$ cat src/rtl/turbo_encoder_core_pkg.sv
// Shared definitions for the turbo encoder core: FSM state codes and
// default block/tail sizes.
package turbo_encoder_core_pkg;

  // Block-sequencing FSM states; codes are visible on current_state.
  typedef enum logic [2:0] {
    ST_IDLE   = 3'd0,
    ST_ENCODE = 3'd1,
    ST_TERM   = 3'd2,
    ST_CLEAR  = 3'd3
  } state_t;

  localparam int K_SMALL_DEF     = 1056;
  localparam int K_LARGE_DEF     = 6144;
  localparam int TAIL_CYCLES_DEF = 4;
  localparam int CNT_W_DEF       = 14;

  // True in the states where incoming bits advance the encoders.
  function automatic logic accepts_data(input state_t st);
    return (st == ST_IDLE) || (st == ST_ENCODE);
  endfunction

endpackage

$ cat src/rtl/turbo_encoder_core_rsc_enc.sv
// Recursive systematic convolutional encoder, g0 = 1+D^2+D^3 (feedback),
// g1 = 1+D+D^3 (parity). Outputs are combinational from u and the state.
module rsc_enc
  import turbo_encoder_core_pkg::*;
(
  input  logic       clk,
  input  logic       rst,
  input  logic       clr,
  input  logic       enable,
  input  logic       u,
  output logic       x,
  output logic       z,
  output logic [2:0] Q
);

  logic [2:0] q_reg;
  logic       f;

  // Feedback bit and parity from current input and shift-register contents.
  always_comb begin
    f = u ^ q_reg[1] ^ q_reg[0];
    z = f ^ q_reg[2] ^ q_reg[0];
    x = u;
  end

  // Shift register: Q[2] is the newest feedback bit; clear wins over enable.
  always_ff @(posedge clk or negedge rst) begin
    if (!rst) begin
      q_reg <= 3'b000;
    end else if (clr) begin
      q_reg <= 3'b000;
    end else if (enable) begin
      q_reg <= {f, q_reg[2], q_reg[1]};
    end
  end

  assign Q = q_reg;

endmodule

$ cat src/rtl/turbo_encoder_core.sv
// Turbo encoder control/constituent core: two RSC encoders (natural and
// interleaved order), block-sequencing FSM and a delayed length flag.
module turbo_encoder_core
  import turbo_encoder_core_pkg::*;
#(
  parameter int K_SMALL     = K_SMALL_DEF,
  parameter int K_LARGE     = K_LARGE_DEF,
  parameter int TAIL_CYCLES = TAIL_CYCLES_DEF,
  parameter int CNT_W       = CNT_W_DEF
) (
  input  logic       clk,
  input  logic       rst,
  input  logic       data_valid,
  input  logic       length,
  input  logic       ck,
  input  logic       ckp,
  output logic       xk,
  output logic       zk,
  output logic       zkp,
  output logic [2:0] q,
  output logic [2:0] p,
  output logic       enc_enable,
  output logic       trellis_enable,
  output logic       switch,
  output logic       clr,
  output logic       trl_clr,
  output logic [2:0] current_state,
  output logic       length_out
);

  localparam logic [CNT_W-1:0] K_SMALL_LAST = CNT_W'(K_SMALL - 1);
  localparam logic [CNT_W-1:0] K_LARGE_LAST = CNT_W'(K_LARGE - 1);
  localparam logic [CNT_W-1:0] TAIL_LAST    = CNT_W'(TAIL_CYCLES - 1);
  localparam logic             K_SMALL_ONE  = (K_SMALL == 1);
  localparam logic             K_LARGE_ONE  = (K_LARGE == 1);

  state_t           state_reg;
  logic [CNT_W-1:0] cnt_reg;
  logic             k_sel_reg;
  logic             trellis_reg;
  logic             clr_reg;
  logic             length_reg;
  logic [CNT_W-1:0] k_last;
  logic             first_is_last;

  // Last bit index of the block currently being encoded.
  always_comb begin
    k_last        = k_sel_reg ? K_LARGE_LAST : K_SMALL_LAST;
    first_is_last = length ? K_LARGE_ONE : K_SMALL_ONE;
  end

  // Encoders only move on valid bits while a block is being accepted.
  always_comb begin
    enc_enable = data_valid & accepts_data(state_reg);
  end

  // Block sequencer: IDLE -> ENCODE -> TERM (tail cycles) -> CLEAR -> IDLE.
  // The counter tracks bits in ENCODE and tail cycles in TERM; strobes are
  // registered alongside the state they belong to.
  always_ff @(posedge clk or negedge rst) begin
    if (!rst) begin
      state_reg   <= ST_IDLE;
      cnt_reg     <= '0;
      k_sel_reg   <= 1'b0;
      trellis_reg <= 1'b0;
      clr_reg     <= 1'b0;
    end else begin
      case (state_reg)
        ST_IDLE: begin
          trellis_reg <= 1'b0;
          clr_reg     <= 1'b0;
          if (data_valid) begin
            k_sel_reg <= length;
            if (first_is_last) begin
              state_reg   <= ST_TERM;
              cnt_reg     <= '0;
              trellis_reg <= 1'b1;
            end else begin
              state_reg <= ST_ENCODE;
              cnt_reg   <= CNT_W'(1);
            end
          end
        end
        ST_ENCODE: begin
          if (data_valid) begin
            if (cnt_reg == k_last) begin
              state_reg   <= ST_TERM;
              cnt_reg     <= '0;
              trellis_reg <= 1'b1;
            end else begin
              cnt_reg <= cnt_reg + CNT_W'(1);
            end
          end
        end
        ST_TERM: begin
          if (cnt_reg == TAIL_LAST) begin
            state_reg   <= ST_CLEAR;
            cnt_reg     <= '0;
            trellis_reg <= 1'b0;
            clr_reg     <= 1'b1;
          end else begin
            cnt_reg <= cnt_reg + CNT_W'(1);
          end
        end
        ST_CLEAR: begin
          state_reg <= ST_IDLE;
          clr_reg   <= 1'b0;
        end
        default: begin
          state_reg   <= ST_IDLE;
          cnt_reg     <= '0;
          trellis_reg <= 1'b0;
          clr_reg     <= 1'b0;
        end
      endcase
    end
  end

  // Length flag delayed by one cycle for the downstream logic, no enable.
  always_ff @(posedge clk or negedge rst) begin
    if (!rst) begin
      length_reg <= 1'b0;
    end else begin
      length_reg <= length;
    end
  end

  // Encoder 1 sees natural-order bits and provides the systematic output.
  rsc_enc u_enc1 (
    .clk    (clk),
    .rst    (rst),
    .clr    (clr_reg),
    .enable (enc_enable),
    .u      (ck),
    .x      (xk),
    .z      (zk),
    .Q      (q)
  );

  // Encoder 2 sees interleaved bits; its systematic copy is not needed.
  rsc_enc u_enc2 (
    .clk    (clk),
    .rst    (rst),
    .clr    (clr_reg),
    .enable (enc_enable),
    .u      (ckp),
    .x      (),
    .z      (zkp),
    .Q      (p)
  );

  assign trellis_enable = trellis_reg;
  assign switch         = trellis_reg;
  assign clr            = clr_reg;
  assign trl_clr        = clr_reg;
  assign current_state  = state_reg;
  assign length_out     = length_reg;

endmodule

$ cat config.mk
export PLATFORM = sky130hd
export DESIGN_NAME = turbo_encoder_core
export DESIGN_NICKNAME = d
export VERILOG_FILES = /design/src/rtl/turbo_encoder_core_pkg.sv /design/src/rtl/turbo_encoder_core_rsc_enc.sv /design/src/rtl/turbo_encoder_core.sv
export SDC_FILE = /design/constraint.sdc
export NUM_CORES = 1
export LEC_CHECK = 0
export ABC_AREA = 1
export BUFFER_PORTS_ARGS = -buffer_cell sky130_fd_sc_hd__buf_4
export CORE_MARGIN = 3
export CORE_UTILIZATION = 57
export CTS_CLUSTER_SIZE = 14
export DETAILED_ROUTE_END_ITERATION = 10
export PLACE_DENSITY = 0.8
export SETUP_SLACK_MARGIN = 0.02
export SYNTH_ARGS = -nofsm -noshare
export SYNTH_HDL_FRONTEND = slang
export SYNTH_SLANG_ARGS = --single-unit
$ cat constraint.sdc
create_clock -name clk -period 2 [get_ports clk]
set_input_delay 0.3 -clock clk [delete_from_list [all_inputs] [get_ports clk]]
set_output_delay 0.3 -clock clk [all_outputs]
set_load 0.05 [all_outputs]
==> flow_metrics.py <==
metrics = {
    "pwr": {
        "switching_share_pct": 54.60,
        "p_per_area_mw_per_mm2": 1384,
        "internal_power_mw": 1.198,
        "p_sw_mw": 1.441,
        "p_leak_nw": 0.8956,
        "pwr-share-seq_pct": 28.9,
        "pwr-share-comb_pct": 62.9,
        "p_total_mw": 2.639,
        "ir_drop_uv": 1308,
        "clkPwrFrac_pct": 8.2,
    },
    "clock_tree": {
        "clock-root-buffer": "clkbuf_4",
        "clockBufferDepth": 2,
        "clock_sinks": 26,
        "post_cts_buffers": 0,
        "cts_tree": "yes",
        "h-tree-depth": 1,
        "clkTransAtPathRegs_ns": 0.13,
        "cts_buffers": 3,
        "clk_latency_ns": 0.31,
    },
    "layout": {
        "fillCellCount": 248,
        "largest_reg_flops": 14,
        "utilization_pct": 67.98,
        "area_growth_pct": 11.81,
        "antenna-diode-count": 0,
        "drive_gt1_share_pct": 25.97,
        "stdcell_area_mm2": 0.001907,
        "nets": 245,
    },
    "logic_synthesis": {
        "syn_inst": 212,
        "synth.yosys.seq_area_share_pct": 38.15,
        "yosysWarnings": 0,
        "yosysMostFrequentCell": "nand2_1",
        "syn_nets": 224,
        "synthTopCellsByArea": "dfrtp_1, nand2_1, xor2_1",
        "synth_top_area_share_pct": 38.15,
        "syn-cell-area_mm2": 0.001705,
        "ys.flop_type": "dfrtp_1",
        "synth-edff-count": 0,
        "synth_top_area_cell": "dfrtp_1",
        "synthTopCellsByCount": "nand2_1, inv_1, dfrtp_1",
        "ys_seq_elements": 26,
        "async_reset_ff_share_pct": 100.0,
        "yosysUniqueCellTypes": 28,
        "synth_area_per_cell_um2": 8.044,
    },
    "setup_path": {
        "startpoint_type": "register",
        "crit_required_ns": 1.70,
        "critPathMaxFanout": 8,
        "end_kind": "output pin",
        "crit_type": "register to output pin",
        "worst_ep_arrival_time_ns": 1.59,
    },
    "route": {
        "totalWireLength_um": 3089,
        "vias": 1360,
        "postRouteAntennaNets": 0,
        "drtPass1Iterations": 4,
        "drtIter0Drc": 26,
        "drc": 0,
        "wire_per_inst_um": 11.79,
        "viasPerCell": 5.191,
    },
    "grt": {
        "antenna_found_initial": 0,
        "grt_pass1_vias": 1255,
        "grt_pass1_wl_um": 5395,
        "grt.total_usage_pct": 19.29,
        "grt_start_max_net_pins": 27,
        "overflow": 0,
    },
    "place": {
        "gp_congestion": 0.8605,
        "portBuffers": 22,
        "hpwl_um": 2365,
        "dpl_cell_area_mm2": 0.001869,
    },
    "floorplanning": {
        "io_pins": 24,
        "start_util_pct": 60.79,
        "rows": 19,
        "coreArea_mm2": 0.002805,
        "die_h_um": 60.70,
        "die_w_um": 60.70,
        "die_area_mm2": 0.003684,
    },
    "sta": {
        "hold_ws_ns": 0.08942,
        "period_needed_ns": 1.888,
        "slew_violations": 0,
        "timing.final.crit_share_pct": 94.38,
        "timing.fmax_ghz": 0.5298,
        "rsz0062_at_grt": "no",
        "fin_worst_skew_ns": 0.003376,
        "finalSetupViolCount": 0,
        "hold_viol_final": 0,
        "setup-tns-final_ns": 0,
    },
    "min_path": {
        "hold_path_class": "input pin to register",
    },
    "job": {
        "drv_cap": 0,
    },
    "status": {
        "status": "finished clean",
    },
}
[worst paths after layout]
check | from | end | slack [ns] | cells after the start
max reg2reg | current_state[1] | cnt_reg[7] | 0.39 | 5
max | current_state[1] | enc_enable | 0.11 | 5
min | length | length_out | 0.09 | 1
max in group asynchronous | rst | current_state[0] | 1.32 | 2
min in group asynchronous | rst | k_sel_reg | 0.42 | 2
min reg2reg | cnt_reg[13] | cnt_reg[13] | 0.52 | 2
[kinds of logic (layout without fill, tap and decap cells)]
| family | count (synthesis) | in the layout | synth area share (%) |
|---|---|---|---|
| buffers and inverters | 36 | 55 | 9.171 |
| AND/OR/NAND/NOR | 98 | 98 | 28.32 |
| flip-flops | 26 | 26 | 38.15 |
| other | 1 | 1 | 0.2199 |
| AO/OA/AOI/OAI | 31 | 31 | 12.55 |
| adder cells (fa/ha/maj) | 6 | 6 | 4.402 |
| XOR/XNOR | 14 | 14 | 7.190 |
[layout by cell type, fill, tap and decap left out, drive strengths merged]
master       instances
inv                 29
a21oi               14
dlygate4sd3          1
o21bai               1
nand3               11
nor2                28
nand2               54
xor2                13
clkbuf               3
nand4                3
o22ai                6
nor3                 2
o21ai               10
conb                 1
dfrtp               26
ha                   6
buf                 22
xnor2                1
[power groups by stage]
stage / Sequential [mW] / Combinational, mW / Clock (mW)
floorplan: 1.01 / 1.05 / 0
global placement: 0.764 / 1.65 / 0
detailed placement: 0.770 / 1.66 / 0
finish: 0.762 / 1.66 / 0.217
global route: 0.782 / 1.82 / 0.250
CTS: 0.761 / 1.67 / 0.230
[through the flow]
stage	setup WS (ns)	cells
3_3_place_gp	0.3307	258
2_1_floorplan	0.04063	212
6_report	0.1124	262
3_5_place_dp	0.2918	258
5_1_grt	0.02829	262
4_1_cts	0.06021	262
[final cells by class]
| type | count | area, µm² | area share (%) |
|---|---|---|---|
| clock buffer | 3 | 22.52 | 1.181 |
| inverter | 29 | 108.9 | 5.709 |
| multi-input combinational | 150 | 908.4 | 47.64 |
| sequential | 26 | 653.1 | 34.25 |
| tap | 31 | 38.79 | 2.034 |
| timing repair buffer | 23 | 175.2 | 9.186 |
[routing by layer]
layer / vias up / share of wire [%] / GRT usage, %
li1: 704 / - / -
met5: - / 0 / 0
met1: 638 / 49 / 27.27
met3: 4 / 2.0 / 1.915
met2: 14 / 48 / 31.45
met4: 0 / 1.1 / 5.573
[critical path, stage by stage (launching register included)]
cell	delay, ns
dfrtp_2	0.48
inv_1	0.09
ha_1	0.25
nor2_1	0.23
nor2_4	0.05
buf_4	0.19
[timing repair]
| action | 4_1_cts | 5_1_grt |
|---|---|---|
| hold buffers | 1 | 0 |
| gates resized for setup | 2 | 1 |
| endpoints found under the setup margin | 1 | 1 |
| endpoints found under the hold margin | 26 | 0 |
Power figures use the tool's default switching activity.
